## config.mk

```make
export PLATFORM = sky130hd
export DESIGN_NAME = i2c_eeprom_slave
export DESIGN_NICKNAME = d
export VERILOG_FILES = /design/src/rtl/i2c_pkg.sv /design/src/rtl/i2c_sync_edge.sv /design/src/rtl/i2c_eeprom_slave.sv
export SDC_FILE = /design/constraint.sdc
export NUM_CORES = 1
export LEC_CHECK = 0
export CAP_MARGIN = 10
export CELL_PAD_IN_SITES_DETAIL_PLACEMENT = 1
export CELL_PAD_IN_SITES_GLOBAL_PLACEMENT = 2
export CORE_UTILIZATION = 37
export DETAILED_ROUTE_END_ITERATION = 8
export PLACE_DENSITY = 0.85
export SYNTH_ARGS = -nofsm -noshare
export SYNTH_HDL_FRONTEND = slang
export SYNTH_HIERARCHICAL = 1
export SYNTH_SLANG_ARGS = --single-unit
```

## constraint.sdc

```tcl
create_clock -name clk -period 2.2 [get_ports clk]
set_clock_uncertainty 0.15 [all_clocks]
set_input_delay 0.22 -clock clk [delete_from_list [all_inputs] [get_ports clk]]
set_output_delay 0.22 -clock clk [all_outputs]
set_load 0.05 [all_outputs]
```

## src/rtl/i2c_pkg.sv

```systemverilog
// Definitions shared by the I2C EEPROM target and the I2C EEPROM reader.
package i2c_pkg;

    localparam logic       I2C_ACK             = 1'b0;
    localparam logic [6:0] EEPROM_ADDR_DEFAULT = 7'b1010000;

    typedef enum logic [3:0] {
        ST_IDLE,
        ST_ADDR,
        ST_ACK_ADDR,
        ST_MEM_HI,
        ST_ACK_HI,
        ST_MEM_LO,
        ST_ACK_LO,
        ST_WR_DATA,
        ST_ACK_WR,
        ST_RD_DATA,
        ST_RD_ACK,
        ST_WAIT,
        ST_IGNORE
    } i2c_state_t;

endpackage

```

## src/rtl/i2c_sync_edge.sv

```systemverilog
// Synchronizes raw SCL/SDA pins to clk and derives bus events.
// Events are registered: a pin edge becomes an event pulse three clocks later.
module i2c_sync_edge (
    input  logic clk,
    input  logic rst_n,
    input  logic scl_in,
    input  logic sda_in,
    output logic scl_rise,
    output logic scl_fall,
    output logic start_det,
    output logic stop_det,
    output logic sda_lvl
);

    // [1:0] are the synchronizer stages, [2] is the history flop
    logic [2:0] scl_sh;
    logic [2:0] sda_sh;

    always_ff @(posedge clk or negedge rst_n) begin
        if (!rst_n) begin
            scl_sh    <= 3'b111;
            sda_sh    <= 3'b111;
            scl_rise  <= 1'b0;
            scl_fall  <= 1'b0;
            start_det <= 1'b0;
            stop_det  <= 1'b0;
            sda_lvl   <= 1'b1;
        end else begin
            scl_sh    <= {scl_sh[1:0], scl_in};
            sda_sh    <= {sda_sh[1:0], sda_in};
            scl_rise  <= scl_sh[1] & ~scl_sh[2];
            scl_fall  <= ~scl_sh[1] & scl_sh[2];
            start_det <= scl_sh[1] & scl_sh[2] & sda_sh[2] & ~sda_sh[1];
            stop_det  <= scl_sh[1] & scl_sh[2] & ~sda_sh[2] & sda_sh[1];
            sda_lvl   <= sda_sh[1];
        end
    end

endmodule

```

## src/rtl/i2c_eeprom_slave.sv

```systemverilog
// I2C target emulating a 24xx EEPROM with a 16-bit memory address in front of
// an external synchronous single-port RAM.
//
//   state       | meaning
//   ------------+------------------------------------------------------------
//   IDLE        | bus free, waiting for START
//   ADDR        | receiving device address + R/W
//   ACK_ADDR    | driving ACK for a matched address
//   MEM_HI/LO   | receiving memory address high / low byte
//   ACK_HI/LO   | driving ACK for a memory address byte
//   WR_DATA     | receiving a write data byte
//   ACK_WR      | driving ACK for a write data byte (RAM write issued)
//   RD_DATA     | shifting a read byte out, MSB first
//   RD_ACK      | sampling master ACK/NACK after a read byte
//   WAIT        | read ended by NACK, waiting for START/STOP
//   IGNORE      | address mismatch, waiting for START/STOP
module i2c_eeprom_slave
    import i2c_pkg::*;
#(
    parameter logic [6:0] SLAVE_ADDR = EEPROM_ADDR_DEFAULT,
    parameter int         MEM_ADDR_W = 16
) (
    input  logic                  clk,
    input  logic                  rst_n,
    input  logic                  scl_in,
    input  logic                  sda_in,
    output logic                  sda_oe,
    output logic [MEM_ADDR_W-1:0] mem_addr,
    output logic [7:0]            mem_wdata,
    output logic                  mem_we,
    output logic                  mem_re,
    input  logic [7:0]            mem_rdata,
    output logic                  busy
);

    localparam logic [MEM_ADDR_W-1:0] PTR_ONE = MEM_ADDR_W'(1);

    logic       scl_rise, scl_fall, start_det, stop_det, sda_lvl;
    i2c_state_t state;
    logic [7:0] rx_sh;
    logic [7:0] tx_sh;
    logic [7:0] addr_hi;
    logic [3:0] bit_cnt;
    logic       rw;
    logic       re_d;
    logic       byte_done;
    logic [15:0] addr_full;

    assign byte_done = (bit_cnt == 4'd8);
    assign addr_full = {addr_hi, rx_sh};

    i2c_sync_edge u_sync (
        .clk       (clk),
        .rst_n     (rst_n),
        .scl_in    (scl_in),
        .sda_in    (sda_in),
        .scl_rise  (scl_rise),
        .scl_fall  (scl_fall),
        .start_det (start_det),
        .stop_det  (stop_det),
        .sda_lvl   (sda_lvl)
    );

    // mem_addr is the pointer itself; a write bumps it the clock after mem_we
    always_ff @(posedge clk or negedge rst_n) begin
        if (!rst_n) begin
            state     <= ST_IDLE;
            sda_oe    <= 1'b0;
            mem_addr  <= '0;
            mem_wdata <= 8'h00;
            mem_we    <= 1'b0;
            mem_re    <= 1'b0;
            busy      <= 1'b0;
            rx_sh     <= 8'h00;
            tx_sh     <= 8'h00;
            addr_hi   <= 8'h00;
            bit_cnt   <= 4'd0;
            rw        <= 1'b0;
            re_d      <= 1'b0;
        end else begin
            mem_we <= 1'b0;
            mem_re <= 1'b0;
            re_d   <= mem_re;
            if (re_d)
                tx_sh <= mem_rdata;
            if (mem_we)
                mem_addr <= mem_addr + PTR_ONE;

            if (start_det) begin
                state   <= ST_ADDR;
                bit_cnt <= 4'd0;
                sda_oe  <= 1'b0;
            end else if (stop_det) begin
                state  <= ST_IDLE;
                sda_oe <= 1'b0;
                busy   <= 1'b0;
            end else begin
                case (state)
                    ST_ADDR, ST_MEM_HI, ST_MEM_LO, ST_WR_DATA: begin
                        if (scl_rise && !byte_done) begin
                            rx_sh   <= {rx_sh[6:0], sda_lvl};
                            bit_cnt <= bit_cnt + 4'd1;
                        end else if (scl_fall && byte_done) begin
                            bit_cnt <= 4'd0;
                            sda_oe  <= 1'b1;
                            case (state)
                                ST_ADDR: begin
                                    if (rx_sh[7:1] == SLAVE_ADDR) begin
                                        busy   <= 1'b1;
                                        rw     <= rx_sh[0];
                                        mem_re <= rx_sh[0];
                                        state  <= ST_ACK_ADDR;
                                    end else begin
                                        sda_oe <= 1'b0;
                                        busy   <= 1'b0;
                                        state  <= ST_IGNORE;
                                    end
                                end
                                ST_MEM_HI: begin
                                    addr_hi <= rx_sh;
                                    state   <= ST_ACK_HI;
                                end
                                ST_MEM_LO: begin
                                    mem_addr <= addr_full[MEM_ADDR_W-1:0];
                                    state    <= ST_ACK_LO;
                                end
                                default: begin
                                    mem_we    <= 1'b1;
                                    mem_wdata <= rx_sh;
                                    state     <= ST_ACK_WR;
                                end
                            endcase
                        end
                    end
                    ST_ACK_ADDR: begin
                        if (scl_fall) begin
                            if (rw) begin
                                sda_oe <= ~tx_sh[7];
                                state  <= ST_RD_DATA;
                            end else begin
                                sda_oe <= 1'b0;
                                state  <= ST_MEM_HI;
                            end
                        end
                    end
                    ST_ACK_HI: begin
                        if (scl_fall) begin
                            sda_oe <= 1'b0;
                            state  <= ST_MEM_LO;
                        end
                    end
                    ST_ACK_LO, ST_ACK_WR: begin
                        if (scl_fall) begin
                            sda_oe <= 1'b0;
                            state  <= ST_WR_DATA;
                        end
                    end
                    ST_RD_DATA: begin
                        if (scl_rise) begin
                            bit_cnt <= bit_cnt + 4'd1;
                        end else if (scl_fall) begin
                            if (byte_done) begin
                                sda_oe <= 1'b0;
                                state  <= ST_RD_ACK;
                            end else if (bit_cnt != 4'd0) begin
                                sda_oe <= ~tx_sh[6];
                                tx_sh  <= {tx_sh[6:0], 1'b0};
                            end else begin
                                sda_oe <= ~tx_sh[7];
                            end
                        end
                    end
                    ST_RD_ACK: begin
                        if (scl_rise) begin
                            mem_addr <= mem_addr + PTR_ONE;
                            bit_cnt  <= 4'd0;
                            if (sda_lvl == I2C_ACK) begin
                                mem_re <= 1'b1;
                                state  <= ST_RD_DATA;
                            end else begin
                                state <= ST_WAIT;
                            end
                        end
                    end
                    default: ;
                endcase
            end
        end
    end

endmodule
```

==> results of run 1 <==
-- repair_timing --
item,in CTS,in global routing
endpoints found under the hold margin,37,0
hold buffers,1,0
setup buffers,1,2
pin swaps,1,2
gates resized for setup,0,17
endpoints found under the setup margin,2,33
-- worst max path at each step --
stage	endpoint	from
finish	state[2]	bit_cnt[0]
global route	state[1]	bit_cnt[0]
CTS	state[1]	bit_cnt[0]
detailed placement	bit_cnt[2]	bit_cnt[0]
global placement	state[2]	bit_cnt[0]
floorplan	mem_addr[9]	mem_addr[5]
-- power groups by stage --
stage | logic, mW | clock network [mW] | registers (mW)
final | 1.37 | 1.49 | 1.63
after global routing | 1.48 | 1.59 | 1.65
after CTS | 1.32 | 1.53 | 1.62
after detailed placement | 1.30 | 0 | 1.64
after global placement | 1.26 | 0 | 1.63
after floorplan | 0.857 | 0 | 1.61
-- sequential cells by signal, indices dropped and copies added, names as in the netlist, 2 cells and up --
name / count
addr_hi: 8
bit_cnt: 4
mem_addr: 16
mem_wdata: 8
rx_sh: 8
state: 4
tx_sh: 8
u_sync/scl_sh: 3
u_sync/sda_sh: 2
-- kinds of logic (layout without fill, tap and decap cells) --
logic type,Yosys count,count (layout),synth area share (%)
and+or+nand+nor,149,149,20.6
AOI/OAI and AO/OA,112,112,18.7
DFF,72,72,43.2
buffers and inverters,40,106,4.51
muxes,34,34,8.85
xor gates and xnor gates,15,15,3.14
adders and majority gates,3,3,0.897
-- layout by cell type, fill, tap and decap left out, types with 4 or more instances in the layout --
cell / instances
sky130_fd_sc_hd__dfrtp_1: 62
sky130_fd_sc_hd__clkdlybuf4s50_1: 37
sky130_fd_sc_hd__buf_4: 35
sky130_fd_sc_hd__nand2_1: 30
sky130_fd_sc_hd__nor2_1: 29
sky130_fd_sc_hd__a21oi_1: 26
sky130_fd_sc_hd__mux2_2: 23
sky130_fd_sc_hd__o21ai_0: 22
sky130_fd_sc_hd__nand4_1: 17
sky130_fd_sc_hd__inv_1: 13
sky130_fd_sc_hd__xor2_1: 12
sky130_fd_sc_hd__mux2i_1: 10
sky130_fd_sc_hd__nand3_1: 9
sky130_fd_sc_hd__clkbuf_16: 9
sky130_fd_sc_hd__or3_1: 7
sky130_fd_sc_hd__nor3_1: 7
sky130_fd_sc_hd__a31oi_1: 6
sky130_fd_sc_hd__dfstp_2: 6
sky130_fd_sc_hd__nand2b_1: 5
sky130_fd_sc_hd__and2_1: 5
sky130_fd_sc_hd__a21o_1: 5
sky130_fd_sc_hd__o21ai_1: 4
sky130_fd_sc_hd__nor4_1: 4
sky130_fd_sc_hd__o211ai_1: 4
sky130_fd_sc_hd__dfrtp_2: 4
-- area by class of cell --
class | count | area, sq um
repair buffers | 76 | 686
clock inverters | 6 | 66.3
clock buffers | 10 | 239
inverters | 14 | 52.6
well taps | 140 | 175
multi-input cells | 313 | 2220
fillers | 1226 | 5690
flip-flops and latches | 72 | 1810
-- through the flow --
step	total power, mW	utilization [%]	setup TNS [ps]
CTS	4.47	47.5	0
finish	4.49	48.0	0
global placement	2.89	44.6	0
detailed placement	2.94	44.6	-185
floorplan	2.46	-	0
global route	4.73	48.0	-2.16
-- per-layer routing --
layer  up-vias  part of all wire (%)
li1       1710                     -
met1      1821                    47
met2        87                    47
met3        16                   4.6
met4         0                   1.3
met5         -                     0
==> flow_summary.toml, run 1 <==
[yosys]
mapped_nets = 440
synth_area_leaders = "sky130_fd_sc_hd__dfrtp_1, sky130_fd_sc_hd__mux2_2, sky130_fd_sc_hd__dfstp_2"
synth.most_common_cell = "sky130_fd_sc_hd__dfrtp_1"
yosysWarnings = 6
post_synth_edffs = 0
avgSynthCellArea_sq_um = 9.85
synth_ff_type = "sky130_fd_sc_hd__dfrtp_1"
ys_ff_latch = 72
synth.distinct_cells = 82
synth_async_sr_flop_share_pct = 100
area_of_the_mapped_netlist_sq_mm = 0.00419
synth_seq_area_share_pct = 43.2
post_synth_inst_count = 425
synth.top_cells.by_count = "sky130_fd_sc_hd__dfrtp_1, sky130_fd_sc_hd__nand2_1, sky130_fd_sc_hd__nor2_1"
synth_top_area_cell = "sky130_fd_sc_hd__dfrtp_1"
post-synth-top-area-fraction_pct = 39.5

[cts]
cts-htree-levels = 3
worst_setup_hold_path_clk_slew_ps = 60
tritoncts = "yes"
cts_buffers = 9
clk_latency_ps = 340
cts_root_buf = "sky130_fd_sc_hd__clkbuf_16"
cts_max_path_buffers = 2
clock_sinks = 72

[route]
antenna_left = 0
post_drt_via_cell_ratio = 5.76
total_iterations_of_the_first_detailed_routing_run = 4
via_count = 3634
remaining_drc_errors = 0
routedWlPerCell_um = 19.7
drt_initial_violations = 226
routed_wl_mm = 12.5

[die]
initial_utilization_pct = 38.3
chipWidth_um = 108
core-area_sq_mm = 0.0109
die_height_um = 108
ios = 40
fp.dieArea_sq_mm = 0.0117
rows = 38

[power_and_ir_drop]
leakagePower_nw = 2.19
internal_power_mw = 2.92
share_seq_of_total_power_pct = 36.3
worst_ir_drop_vdd_v = 0.000429
power_frac_clock_pct = 33.3
power_switching_share_pct = 34.9
power-per-cell-area_mw_per_mm2 = 855
comb_power_share_pct = 30.5
total_switching_power_mw = 1.57

[timing]
timing_hold_violations_final = 0
final_min_period_over_clock_period_pct = 96.9
timing.fmax_mhz = 469
final.hold.worst_slack_ps = 132
postLayoutSetupSlackWorst_ps = 67.4
report.final.slew_viol_count = 0
timing.slew.headroom_pct = 63.2
finalWorstPathRequiredPeriod_ps = 2130
max_slew.worst_pin.slew_ps = 552
final-setup-viol-count = 0

[grt]
global_route.usage.met3_pct = 5.00
grtUsageMet2_pct = 37.1
grt_remaining_overflow = 0
grt_pass1_vias = 3896
groute.layer.met1.usage_pct = 32.8
first_pass_grt_wire_length_mm = 21.1
grt_util_all_layers_pct = 23.6
grt-busiest-layer = "met2"
number_of_antenna_violations_at_the_first_check_in_global_routing = 0
grt_max_degree = 39

[placed_design]
io_buffers = 39
placedCellCount = 611
place.gp.congestion = 0.848
dp_worst_setup_slack_ps = -95.2
place_hpwl_mm = 9.18
placed_cell_area_sq_mm = 0.00487

[worst_setup_path]
critical_path.reg2reg.startpoint = "bit_cnt[0]"
capture_point_of_the_worst_reg_to_reg_path = "state[2]"
timing.critical_path.buf_inv = 2
cp_data_required_time_ps = 2290
critPathSlowestCell = "sky130_fd_sc_hd__dfrtp_1"
end_kind = "flop"
crit_family = "compound AO/OA/AOI/OAI gates"
timing.critical_path.depth = 8
worst-setup-path-type = "flop to flop"
cp_data_arrival_time_ps = 2220
list_of_cells_traversed_by_the_critical_path = "inv_1 -> ha_2 -> and3b_2 -> buf_4 -> o21ai_2 -> a211oi_4 -> mux2_1 -> o31ai_1"
path_depth_of_the_worst_reg2reg_path = 8
setup.worst_path.start_class = "flop"
max_stage_delay_ps = 400
path_max_fanout = 5
reg2reg_setup_slack_ps = 70

[finish]
final_layout_size_suffix_gt1_share_pct = 23.4
instances_no_fill = 631
area_growth_pct = 25.4
antennaDiodeCount = 0
post-route-cell-area_sq_mm = 0.00525
final_nets = 501

[status]
run_status = "completed"

[worst_hold_path]
critical_hold_path_startpoint = "sda_in"
hold_path.class = "primary input to flop"
whs_endpoint = "u_sync/sda_sh[0]"
hold_path_depth = 1

[job]
drv_cap = 0
Note: power is estimated with default switching activity, not from simulation.
==> inputs of run 2 (changes only) <==
Settings changed: CORE_UTILIZATION 37 to 40, PLACE_DENSITY 0.85 to 0.91, SLEW_MARGIN set to 15.
Clock period 2.2 ns to 2.62 ns, I/O delays scaled along.
==> run 2 against run 1 <==
Routed wire length down 3.1%. Register-to-register slack better by 110 ps. Flip-flop and latch count stayed put. Core utilization up 1.6 points. Design area shrank 6.0%. Cell count decreased by 4.4%. Worst hold slack improved by 34 ps.
==> flow_summary.toml, run 2 (synthesis results as in run 1) <==
[power_and_ir_drop]
power-per-cell-area_mw_per_mm2 = 689
internal_power_mw = 2.08
power_frac_clock_pct = 28.3
power_switching_share_pct = 38.7
total_switching_power_mw = 1.31
total_power_mw = 3.40
worst_ir_drop_vdd_v = 0.000313
comb_power_share_pct = 31.8
share_seq_of_total_power_pct = 39.9
leakagePower_nw = 2.03

[worst_setup_path]
end_kind = "flop"
cp_data_arrival_time_ps = 2530
path_max_fanout = 13
capture_point_of_the_worst_reg_to_reg_path = "mem_addr[12]"
reg2reg_setup_slack_ps = 180
cp_data_required_time_ps = 2710
critical_path.reg2reg.startpoint = "bit_cnt[0]"
setup.worst_path.start_class = "flop"
worst-setup-path-type = "flop to flop"
path_depth_of_the_worst_reg2reg_path = 7

[timing]
timing.setup.tns_ps = 0
timing_hold_violations_final = 0
final-setup-viol-count = 0
report.final.slew_viol_count = 0
final.hold.worst_slack_ps = 166
timing.slew.headroom_pct = 35.9
max_slew.worst_pin.slew_ps = 961
finalWorstPathRequiredPeriod_ps = 2440
setup_repair_after_global_routing_missed_its_margin = "false"
final_min_period_over_clock_period_pct = 93.2
timing.fmax_mhz = 410

[grt]
grt_max_degree = 73
first_pass_grt_wire_length_mm = 20.3
number_of_antenna_violations_at_the_first_check_in_global_routing = 0
grt_pass1_vias = 3798
grt_remaining_overflow = 0
grt_util_all_layers_pct = 23.6

[finish]
largest_register_ff_count = 16
area_growth_pct = 17.9
layout.cells.most_common = "sky130_fd_sc_hd__dfrtp_1"
final_layout_size_suffix_gt1_share_pct = 17.0
antennaDiodeCount = 0
post-route-cell-area_sq_mm = 0.00493
final_core_utilization_pct = 49.6
final_nets = 480
largest_register = "mem_addr"
top_library_cells_by_usage_in_the_layout_fill_and_taps_aside = "sky130_fd_sc_hd__dfrtp_1, sky130_fd_sc_hd__clkdlybuf4s50_1, sky130_fd_sc_hd__nor2_1, sky130_fd_sc_hd__nand2_1, sky130_fd_sc_hd__a21oi_1"

[placed_design]
io_buffers = 39
placed_cell_area_sq_mm = 0.00472
place_hpwl_mm = 8.51
place.gp.congestion = 0.882

[cts]
clk_latency_ps = 360
post_cts_setup_buffer_count = 0
clock_sinks = 72
cts-htree-levels = 3
cts_root_buf = "sky130_fd_sc_hd__clkbuf_8"
worst_setup_hold_path_clk_slew_ps = 90
cts_buffers = 9
tritoncts = "yes"
cts_max_path_buffers = 2
post_cts_resize_count = 0

[worst_hold_path]
critical_hold_path_startpoint = "sda_in"
whs_endpoint = "u_sync/sda_sh[0]"
hold_path.class = "primary input to flop"
hold_path_depth = 1

[die]
rows = 36
core-area_sq_mm = 0.00995
ios = 40
initial_utilization_pct = 42.0
die_height_um = 104
chipWidth_um = 104
fp.dieArea_sq_mm = 0.0109

[status]
run_status = "completed"

[route]
total_iterations_of_the_first_detailed_routing_run = 4
top_layer = "met4"
routedWlPerCell_um = 20.0
post_drt_via_cell_ratio = 5.92
drt_initial_violations = 287
met3WireLength_um = 468
remaining_drc_errors = 0
routed_wl_mm = 12.1
wire_length_the_detailed_router_placed_on_met1_mm = 5.67
antenna_left = 0
via_count = 3567
route.met2.wl_mm = 5.73

[job]
drv_cap = 0
## run 2: area by class of cell
class / count / area (sq um)
Fill cell: 1119 / 5020
Multi-Input combinational cell: 313 / 2190
Sequential cell: 72 / 1810
Timing Repair Buffer: 55 / 510
Tap cell: 133 / 166
Clock buffer: 9 / 124
Clock inverter: 7 / 83.8
Inverter: 14 / 52.6
## run 2: timing repair
action                     in CTS  in global routing
hold endpoints to repair       66                  0
hold buffers                    1                  0
setup endpoints to repair       0                  1
## run 2: worst max-delay path by stage
stage / depth (start not counted) / slack (ps) / start / to
final: 7 / 180 / bit_cnt[0] / mem_addr[12]
after CTS: 7 / 150 / bit_cnt[0] / mem_addr[12]
after detailed placement: 7 / 230 / bit_cnt[0] / mem_addr[12]
after global placement: 7 / 340 / bit_cnt[0] / mem_addr[12]
after floorplan: 7 / 360 / mem_addr[3] / mem_addr[9]
after global routing: 7 / 9 / bit_cnt[0] / mem_addr[12]
## run 2: power by group through the flow
| stage | combinational (mW) | clock (mW) | sequential [mW] |
|---|---|---|---|
| floorplan | 0.720 | 0 | 1.35 |
| global placement | 1.03 | 0 | 1.37 |
| detailed placement | 1.06 | 0 | 1.38 |
| CTS | 1.07 | 0.983 | 1.36 |
| global route | 1.17 | 1.03 | 1.38 |
| finish | 1.08 | 0.961 | 1.36 |
## run 2: metrics by stage
step / setup WS [ps] / cells
after global placement: 340 / 586
final: 179 / 603
after detailed placement: 234 / 586
after global routing: 8.66 / 603
after floorplan: 355 / 425
after CTS: 153 / 603
## run 2: worst max-delay path, stage by stage, from the launching register on
cell and delay (ps):
sky130_fd_sc_hd__dfrtp_1 410, sky130_fd_sc_hd__inv_1 100, sky130_fd_sc_hd__ha_1 180, sky130_fd_sc_hd__and3b_1 350
sky130_fd_sc_hd__nand4_4 260, sky130_fd_sc_hd__a211oi_4 440, sky130_fd_sc_hd__o2111ai_1 170, sky130_fd_sc_hd__a22o_1 260
## run 2: routing by layer
| layer | vias to the layer above | global-route usage, % |
|---|---|---|
| li1 | 1659 | - |
| met1 | 1802 | 32.9 |
| met2 | 91 | 37.2 |
| met3 | 15 | 3.82 |
| met4 | 0 | 7.55 |
| met5 | - | 0 |
==> inputs of run 3 (changes only) <==
Settings changed: ABC_AREA set to 0.
==> results of run 3 <==
The final DEF is identical to that of run 2; final timing and power are the same.
